--- src/rtl/div_pkg.sv ---
// Shared constants and state encoding for the restoring divider controller.
package div_pkg;

   localparam int unsigned DIV_W    = 16;
   localparam int unsigned DIV_ITER = 16;
   localparam int unsigned CNT_W    = $clog2(DIV_ITER);

   typedef enum logic [1:0] {
      IDLE = 2'd0,
      RUN  = 2'd1,
      DONE = 2'd2
   } div_state_t;

endpackage

--- src/rtl/div_sub.sv ---
// 16-bit unsigned subtractor, result modulo 2^16.
module div_sub
   import div_pkg::*;
(
   input  logic [DIV_W-1:0] rs1,
   input  logic [DIV_W-1:0] rs2,
   output logic [DIV_W-1:0] rd
);

   assign rd = rs1 - rs2;

endmodule

--- src/rtl/div_ctrl.sv ---
// Sequential 16-bit unsigned restoring divider, one quotient bit per RUN cycle.
// Optional build macro DIV_ZERO_FAST_EN: a zero divisor skips RUN and finishes in one edge.
module div_ctrl
   import div_pkg::*;
(
   input  logic             clk,
   input  logic             rst_n,
   input  logic             start_valid,
   output logic             start_ready,
   input  logic [DIV_W-1:0] dividend,
   input  logic [DIV_W-1:0] divisor,
   output logic             res_valid,
   input  logic             res_ready,
   output logic [DIV_W-1:0] quotient,
   output logic [DIV_W-1:0] remainder,
   output logic             div_by_zero,
   output logic             busy
);

   localparam logic [CNT_W-1:0] LAST_CNT = CNT_W'(DIV_ITER - 1);

   div_state_t       state_q;
   logic [CNT_W-1:0] cnt_q;
   logic [DIV_W-1:0] dvd_q;
   logic [DIV_W-1:0] dvs_q;
   // Partial remainder R; its 17th bit is always zero between steps, so only Rs carries it.
   logic [DIV_W-1:0] rem_q;
   logic [DIV_W-1:0] q_acc_q;
   logic [DIV_W-1:0] quotient_q;
   logic [DIV_W-1:0] remainder_q;
   logic             dbz_q;
   logic             res_valid_q;
   logic             start_ready_q;
   logic             busy_q;

   logic [CNT_W-1:0] bit_idx_c;
   logic [DIV_W:0]   rs_c;
   logic             ge_c;
   logic [DIV_W-1:0] diff_c;
   logic [DIV_W-1:0] rem_step_c;
   logic [DIV_W-1:0] q_step_c;

   div_sub u_sub (
      .rs1 (rs_c[DIV_W-1:0]),
      .rs2 (dvs_q),
      .rd  (diff_c)
   );

   // One restoring step: shift in the next dividend bit, subtract if it fits.
   always_comb begin
      bit_idx_c            = LAST_CNT - cnt_q;
      rs_c                 = {rem_q, dvd_q[bit_idx_c]};
      ge_c                 = (rs_c >= {1'b0, dvs_q});
      rem_step_c           = ge_c ? diff_c : rs_c[DIV_W-1:0];
      q_step_c             = q_acc_q;
      q_step_c[bit_idx_c]  = ge_c;
   end

   always_ff @(posedge clk or negedge rst_n) begin
      if (!rst_n) begin
         state_q       <= IDLE;
         cnt_q         <= '0;
         dvd_q         <= '0;
         dvs_q         <= '0;
         rem_q         <= '0;
         q_acc_q       <= '0;
         quotient_q    <= '0;
         remainder_q   <= '0;
         dbz_q         <= 1'b0;
         res_valid_q   <= 1'b0;
         start_ready_q <= 1'b1;
         busy_q        <= 1'b0;
      end else begin
         case (state_q)
            IDLE: begin
               if (start_valid) begin
                  dvd_q         <= dividend;
                  dvs_q         <= divisor;
                  rem_q         <= '0;
                  q_acc_q       <= '0;
                  cnt_q         <= '0;
                  dbz_q         <= (divisor == '0);
                  start_ready_q <= 1'b0;
                  busy_q        <= 1'b1;
`ifdef DIV_ZERO_FAST_EN
                  if (divisor == '0) begin
                     state_q     <= DONE;
                     quotient_q  <= '1;
                     remainder_q <= dividend;
                     res_valid_q <= 1'b1;
                  end else begin
                     state_q     <= RUN;
                  end
`else
                  state_q       <= RUN;
`endif
               end
            end
            RUN: begin
               rem_q   <= rem_step_c;
               q_acc_q <= q_step_c;
               if (cnt_q == LAST_CNT) begin
                  state_q     <= DONE;
                  quotient_q  <= q_step_c;
                  remainder_q <= rem_step_c;
                  res_valid_q <= 1'b1;
               end else begin
                  cnt_q <= cnt_q + CNT_W'(1);
               end
            end
            DONE: begin
               if (res_ready) begin
                  state_q       <= IDLE;
                  res_valid_q   <= 1'b0;
                  start_ready_q <= 1'b1;
                  busy_q        <= 1'b0;
               end
            end
            default: begin
               state_q       <= IDLE;
               res_valid_q   <= 1'b0;
               start_ready_q <= 1'b1;
               busy_q        <= 1'b0;
            end
         endcase
      end
   end

   assign start_ready = start_ready_q;
   assign res_valid   = res_valid_q;
   assign quotient    = quotient_q;
   assign remainder   = remainder_q;
   assign div_by_zero = dbz_q;
   assign busy        = busy_q;

endmodule

--- config.mk ---
export PLATFORM = sky130hd
export DESIGN_NAME = div_ctrl
export DESIGN_NICKNAME = d
export VERILOG_FILES = /design/src/rtl/div_pkg.sv /design/src/rtl/div_sub.sv /design/src/rtl/div_ctrl.sv
export SDC_FILE = /design/constraint.sdc
export NUM_CORES = 1
export LEC_CHECK = 0
export BUFFER_PORTS_ARGS = -buffer_cell sky130_fd_sc_hd__buf_2
export CAP_MARGIN = 40
export CORE_MARGIN = 2
export CORE_UTILIZATION = 50
export DETAILED_ROUTE_END_ITERATION = 8
export GPL_ROUTABILITY_DRIVEN = 0
export PLACE_DENSITY = 0.71
export REMOVE_ABC_BUFFERS = 1
export SYNTH_ARGS = -nofsm -noshare
export SYNTH_HDL_FRONTEND = slang
export SYNTH_SLANG_ARGS = --single-unit
--- constraint.sdc ---
create_clock -name clk -period 6.15 [get_ports clk]
set_input_delay 1.845 -clock clk [delete_from_list [all_inputs] [get_ports clk]]
set_output_delay 1.845 -clock clk [all_outputs]
set_load 0.02 [all_outputs]
; ---- Yosys cells after proc, flatten, opt, wreduce, memory -nomap -nowiden
; Cells that the tools add are included.
[word_totals]
inputBits = 36
ff_bits = 106
word_cells = 62
output_inout_bits = 36
[classes]
n_bitwise = 2
reduce_logical = 11
addsub = 3
muxes = 24
magnitude_cmp = 3
eq_ne = 7
[ops]
columns = operator, n
row1 = 16-bit one-hot mux with 2 select lines, 2
row2 = 16-bit two-way mux, 2
row3 = 17-bit by 16-bit greater-or-equal comparator with 1-bit output, 1
row4 = 16-bit bitwise mux, 1
row5 = 16-bit logical NOT, 1
row6 = 16-bit subtractor, 1
row7 = 3-bit AND reduction, 4
row8 = 1-bit one-hot mux with 3 select lines, 3
row9 = 4-bit two-way mux, 2
row10 = "2-bit inequality test, second input constant", 4
row11 = 4-bit one-hot mux with 2 select lines, 1
row12 = 1-bit two-way mux, 7
row13 = 2-bit two-way mux, 3
row14 = 2-bit one-hot mux with 3 select lines, 1
row15 = 2-bit AND reduction, 3
row16 = "4-bit by 5-bit less-than comparator with 1-bit output, second input constant", 1
row17 = "4-bit by 1-bit adder with 4-bit output, second input constant", 1
row18 = 1-bit binary-select mux with 4-bit select, 1
row19 = 1-bit demux with 4-bit select, 1
row20 = "4-bit == test, second input constant", 1
row21 = "4-bit by 1-bit greater-or-equal comparator with 1-bit output, second input constant", 1
row22 = "4-bit subtractor, first input constant", 1
row23 = "2-bit by 1-bit == test with 1-bit output, second input constant", 1
row24 = "2-bit == test, second input constant", 1
row25 = 4 further kinds, 5

; ---- Logic depth before layout (Yosys ltp)
[logic_depth]
word_depth = 7
mapped_depth = 15

; ---- Modules after synthesis
; A second synthesis with hierarchy kept.
[hier_totals]
hier_cells = 705
area_unflattened_um2 = 6483.7
[by_module_without_submodules]
columns = mod, seq_area_each_um2, n_inst, cells_per_inst, area_each_um2
row1 = div_ctrl, 2628.8, 1, 575, 5631.7
row2 = div_sub, 0.0, 1, 130, 852.1

; ---- Worst setup path before layout
; No wires, ideal clock.
[synth_path]
path_type = reg2reg
from = register cnt_q[0]
to = register rem_q[12]
slack_ps = 2430
arrival_ps = 3588
n_path_buf = 1
path_stages_with_launch = 15
period_less_slack_ps = 3720
path_cell_list = dfrtp_1 clkbuf_1 mux4_2 mux2_2 o21ai_0 ha_1 inv_1 fa_1 a21o_1 a221o_1 nor2b_1 a221oi_1 xnor2_1 mux2i_1 o21ai_1
[synth_between]
elab_chain_len = 6
elab_cells_between_ends = 7
classes_between = add/sub (2) / order compare (1) / mux (4)
[synth_rtl]
columns = element, line_no
row1 = from (decl), div_ctrl.sv:23  ; logic [CNT_W-1:0] cnt_q;
row2 = from (signal assigned), div_ctrl.sv:108  ; cnt_q <= cnt_q + CNT_W'(1);
row3 = 4-bit subtractor *, div_ctrl.sv:51  ; bit_idx_c = LAST_CNT - cnt_q;
row4 = 1-bit binary-select mux with 4-bit select *, div_ctrl.sv:52  ; rs_c = {rem_q, dvd_q[bit_idx_c]};
row5 = 1-bit two-way mux (implied by the code) *, div_ctrl.sv:52
row6 = 16-bit subtractor / 17-bit by 16-bit greater-or-equal comparator with 1-bit output (equally long branches), "div_sub.sv:10, div_ctrl.sv:53"
row7 = 16-bit two-way mux *, div_ctrl.sv:54  ; rem_step_c = ge_c ? diff_c : rs_c[DIV_W-1:0];
row8 = 16-bit one-hot mux with 2 select lines *, div_ctrl.sv:74  ; case (state_q)
row9 = to (signal assigned), div_ctrl.sv:100  ; rem_q <= rem_step_c;
row10 = to (decl), div_ctrl.sv:27  ; logic [DIV_W-1:0] rem_q;
; Mark *: on every way between the ends. The rest lies on a longest branch, timed or not. The select of a mux whose other input is x is not followed.
; A chain may end at the register's enable or synchronous reset.

; ---- Worst setup path after layout
; Same ends and word-level chain as after synthesis.

==> flow_summary_export.csv <==
group,metric,value,unit
sta,hold_viol_final,0,
global_route,grt.total_usage,0.209,
setup_path,regToRegStartpoint,"cnt_q[0]",
hold_path,whs_path_depth,2,
setup_path,r2r_end,"rem_q[12]",
sta,period_minus_slack,4.01,ns
outcome,status,"complete, no violations",
sta,fin_crit_sh,0.653,
place,place_ws,2.12,ns
power,intPower,2.10,mW
detailed_routing,drt_iter0_drc,228,
synthesis,synth_top_area_frac,0.489,
power,peakVddDrop,0.236,mV
sta,layout_setup_ws,2.14,ns
floorplanning,die_w,107,um
sta,max_slew_margin,0.476,
clock_tree,cts_htree_levels,3,
synthesis,yosys_warnings,0,
power,pwr-share-seq,0.311,
sta,finalClockSkew,0.0144,ns
layout,drive_gt1_frac,0.164,
layout,stdcell_area,0.00597,mm^2
setup_path,crit_chain,"mux4_2 > mux2_2 > o21ai_0 > ha_1 > inv_1 > fa_1 > a21o_1 > a221o_1 > nor2b_1 > a221oi_1 > xnor2_1 > mux2i_1 > o21ai_1",
clock_tree,cts_buffer_depth,2,
detailed_routing,routedWlPerCell,14.4,um
synthesis,synth-seq-cells,105,
clock_tree,clk_latency,0.37,ns
power,power_density,646,mW/mm^2
synthesis,ys_seq_area_frac,0.494,
sta,worst_pin_slew,0.784,ns
global_route,antenna_found_initial,0,
clock_tree,cts_resized,0,
setup_path,cp-start-kind,"register",
hold_path,holdPathEnd,"quotient[7]",
hold_path,hp-class,"register to register",
detailed_routing,drt_first_pass_iters,4,
sta,setup_violations,0,
clock_tree,cts_root_buf,"clkbuf_8",
detailed_routing,routed_wl,11300,um
layout,most-common-layout-cells,"nand2_1, dfrtp_1, o21ai_0, buf_2, a21oi_1",
place,placedInstanceArea,0.00579,mm^2
setup_path,worstPathRequired,6.39,ns
setup_path,crit_type,"register to register",
job,cap_violations,0,
global_route,grt_pass1_wl,19000,um
synthesis,syn_area,0.00533,mm^2
setup_path,max_stage_delay,0.57,ns
place,port_buffers,71,
detailed_routing,vias_per_cell,5.40,
synthesis,synth-edff-count,0,
layout,layout_commonest_cell,"nand2_1",
floorplanning,core_area,0.0103,mm^2
power,leakagePower,2.92,nW
setup_path,cp_data_arrival_time,4.26,ns
synthesis,yosysTopAreaCell,"dfrtp_1",
setup_path,crit_buf_inv,1,
setup_path,cp_max_fo,8,
detailed_routing,drc,0,
clock_tree,holdBufCountCts,0,
floorplanning,start_util,0.516,
synthesis,synth_cell_type_count,52,
clock_tree,cts.clk_slew.worst_paths,0.10,ns
floorplanning,rows,37,
hold_path,min_from,"q_acc_q[7]",
setup_path,cp_top_family,"compound AO/OA/AOI/OAI gates",
synthesis,synthArstFlopShare,1.00,
setup_path,ff2ff_setup_slack,2.14,ns
synthesis,syn_inst,585,
floorplanning,dieArea,0.0115,mm^2
layout,layout.nets,698,
synthesis,synth_ff_type,"dfrtp_1",
layout,antennaDiodeCount,0,
setup_path,worst_setup_path_end_kind,"register",
floorplanning,die_h,107,um
global_route,grt_max_degree,59,
layout,fill_cells,924,
place,hpwl,7940,um
global_route,grt_pass1_vias,4028,
power,switching_share,0.455,
detailed_routing,route.vias.total,4218,
global_route,grt-ovfl-total,0,
setup_path,r2r_cells,13,
clock_tree,numCtsBuffers,9,
floorplanning,boundaryPins,72,
sta,rsz0062_at_grt,"no",
clock_tree,postCtsSetupRepairBufs,0,
power,power.switching,1.75,mW
sta,slew_viol_final,0,
layout,area_delta_synth_final,12.1,%
clock_tree,cts_tree,"yes",
synthesis,synthTopCellsByArea,"dfrtp_1, nand2_1, o21ai_0",
setup_path,crit_slowest_cell,"dfrtp_1",
synthesis,syn_area_per_cell,9.10,um^2
power,combPwrFrac,0.587,
clock_tree,cts.sinks,105,
power,clock_power_share,0.103,
detailed_routing,ant_nets,0,
sta,totalNegativeSetupSlack,0,ns
sta,fmax,249,MHz
==> layout make-up <==
type / instances / area, um^2 / share of cell area
multi-input cells: 425 / 2480 / 0.416
clock buffers: 11 / 141 / 0.0237
well taps: 136 / 170 / 0.0285
inverters: 21 / 78.8 / 0.0132
clock inverters: 5 / 38.8 / 0.00650
repair buffers: 78 / 430 / 0.0721
flip-flops and latches: 105 / 2630 / 0.440
==> kinds of logic (layout without fill, tap and decap cells) <==
family	Yosys count	in the layout	share of synthesized area
AND/OR/NAND/NOR	212	212	0.173
AO/OA/AOI/OAI	158	158	0.170
flip-flops	105	105	0.494
buffers and inverters	55	115	0.0411
adder cells (fa/ha/maj)	22	22	0.0531
multiplexers	20	20	0.0475
XOR/XNOR	13	13	0.0214
==> cell usage after synthesis, types with 2 or more instances <==
cell / number
a211oi_1: 2
a21o_1: 9
a21oi_1: 35
a31oi_1: 5
and2_1: 4
and3_1: 5
buf_1: 3
clkbuf_1: 29
dfrtp_1: 104
ha_1: 21
inv_1: 20
mux2_2: 2
mux2i_1: 14
mux4_2: 4
nand2_1: 148
nand2b_1: 4
nand3_1: 16
nand4_1: 3
nor2_1: 11
nor2b_1: 9
nor3_1: 2
nor4_1: 4
o211ai_1: 2
o21a_1: 2
o21ai_0: 70
o21ai_1: 18
o21bai_1: 2
o31ai_1: 2
xnor2_1: 6
xor2_1: 7
==> layer usage <==
layer	up-vias	GRT usage	wire length (um)
met5	-	0	0
met4	0	0.0816	206
met3	14	0.0249	379
met2	94	0.338	5280
met1	2007	0.289	5390
li1	2103	-	-
==> worst reg2reg max path, cell delays in order, from the launching register on <==
cell and delay (ns):
dfrtp_1 0.57, mux4_2 0.55, mux2_2 0.27, o21ai_0 0.32, ha_1 0.21, inv_1 0.05, fa_1 0.39, a21o_1 0.19
a221o_1 0.39, nor2b_1 0.17, a221oi_1 0.36, xnor2_1 0.11, mux2i_1 0.22, o21ai_1 0.09
==> worst max path at each step <==
stage | start | end | slack, ns | cells after the start
after floorplan | start_valid | dvs_q[10] | 2.23 | 3
after global placement | cnt_q[0] | remainder[0] | 2.17 | 11
after detailed placement | cnt_q[0] | rem_q[12] | 2.12 | 13
after CTS | cnt_q[0] | rem_q[12] | 2.10 | 13
after global routing | cnt_q[0] | rem_q[12] | 1.89 | 13
final | cnt_q[0] | rem_q[12] | 2.14 | 13
==> registers in the layout, indices dropped and copies added, names as in the netlist <==
name and flops:
dvd_q 16, dvs_q 16, quotient 16, rem_q 16
remainder 16, q_acc_q 15, cnt_q 4, state_q 2
busy 1, div_by_zero 1, res_valid 1, start_ready 1
==> power groups by stage <==
stage          Combinational, mW  Sequential, mW  Clock (mW)
2_1_floorplan               1.59            1.27           0
3_3_place_gp                2.13            1.20           0
3_5_place_dp                2.25            1.21           0
4_1_cts                     2.27            1.20       0.408
5_1_grt                     2.54            1.24       0.433
6_report                    2.26            1.20       0.396
==> metrics by stage <==
stage	std cells	hold WS [ns]	util	power (mW)
after CTS	781	0.471	0.578	3.88
after global placement	763	0.450	0.557	3.33
final	781	0.464	0.578	3.85
after global routing	781	0.503	0.578	4.21
after floorplan	551	0.432	-	2.87
after detailed placement	765	0.448	0.561	3.46
No activity file was read; power rests on OpenSTA's default activity.
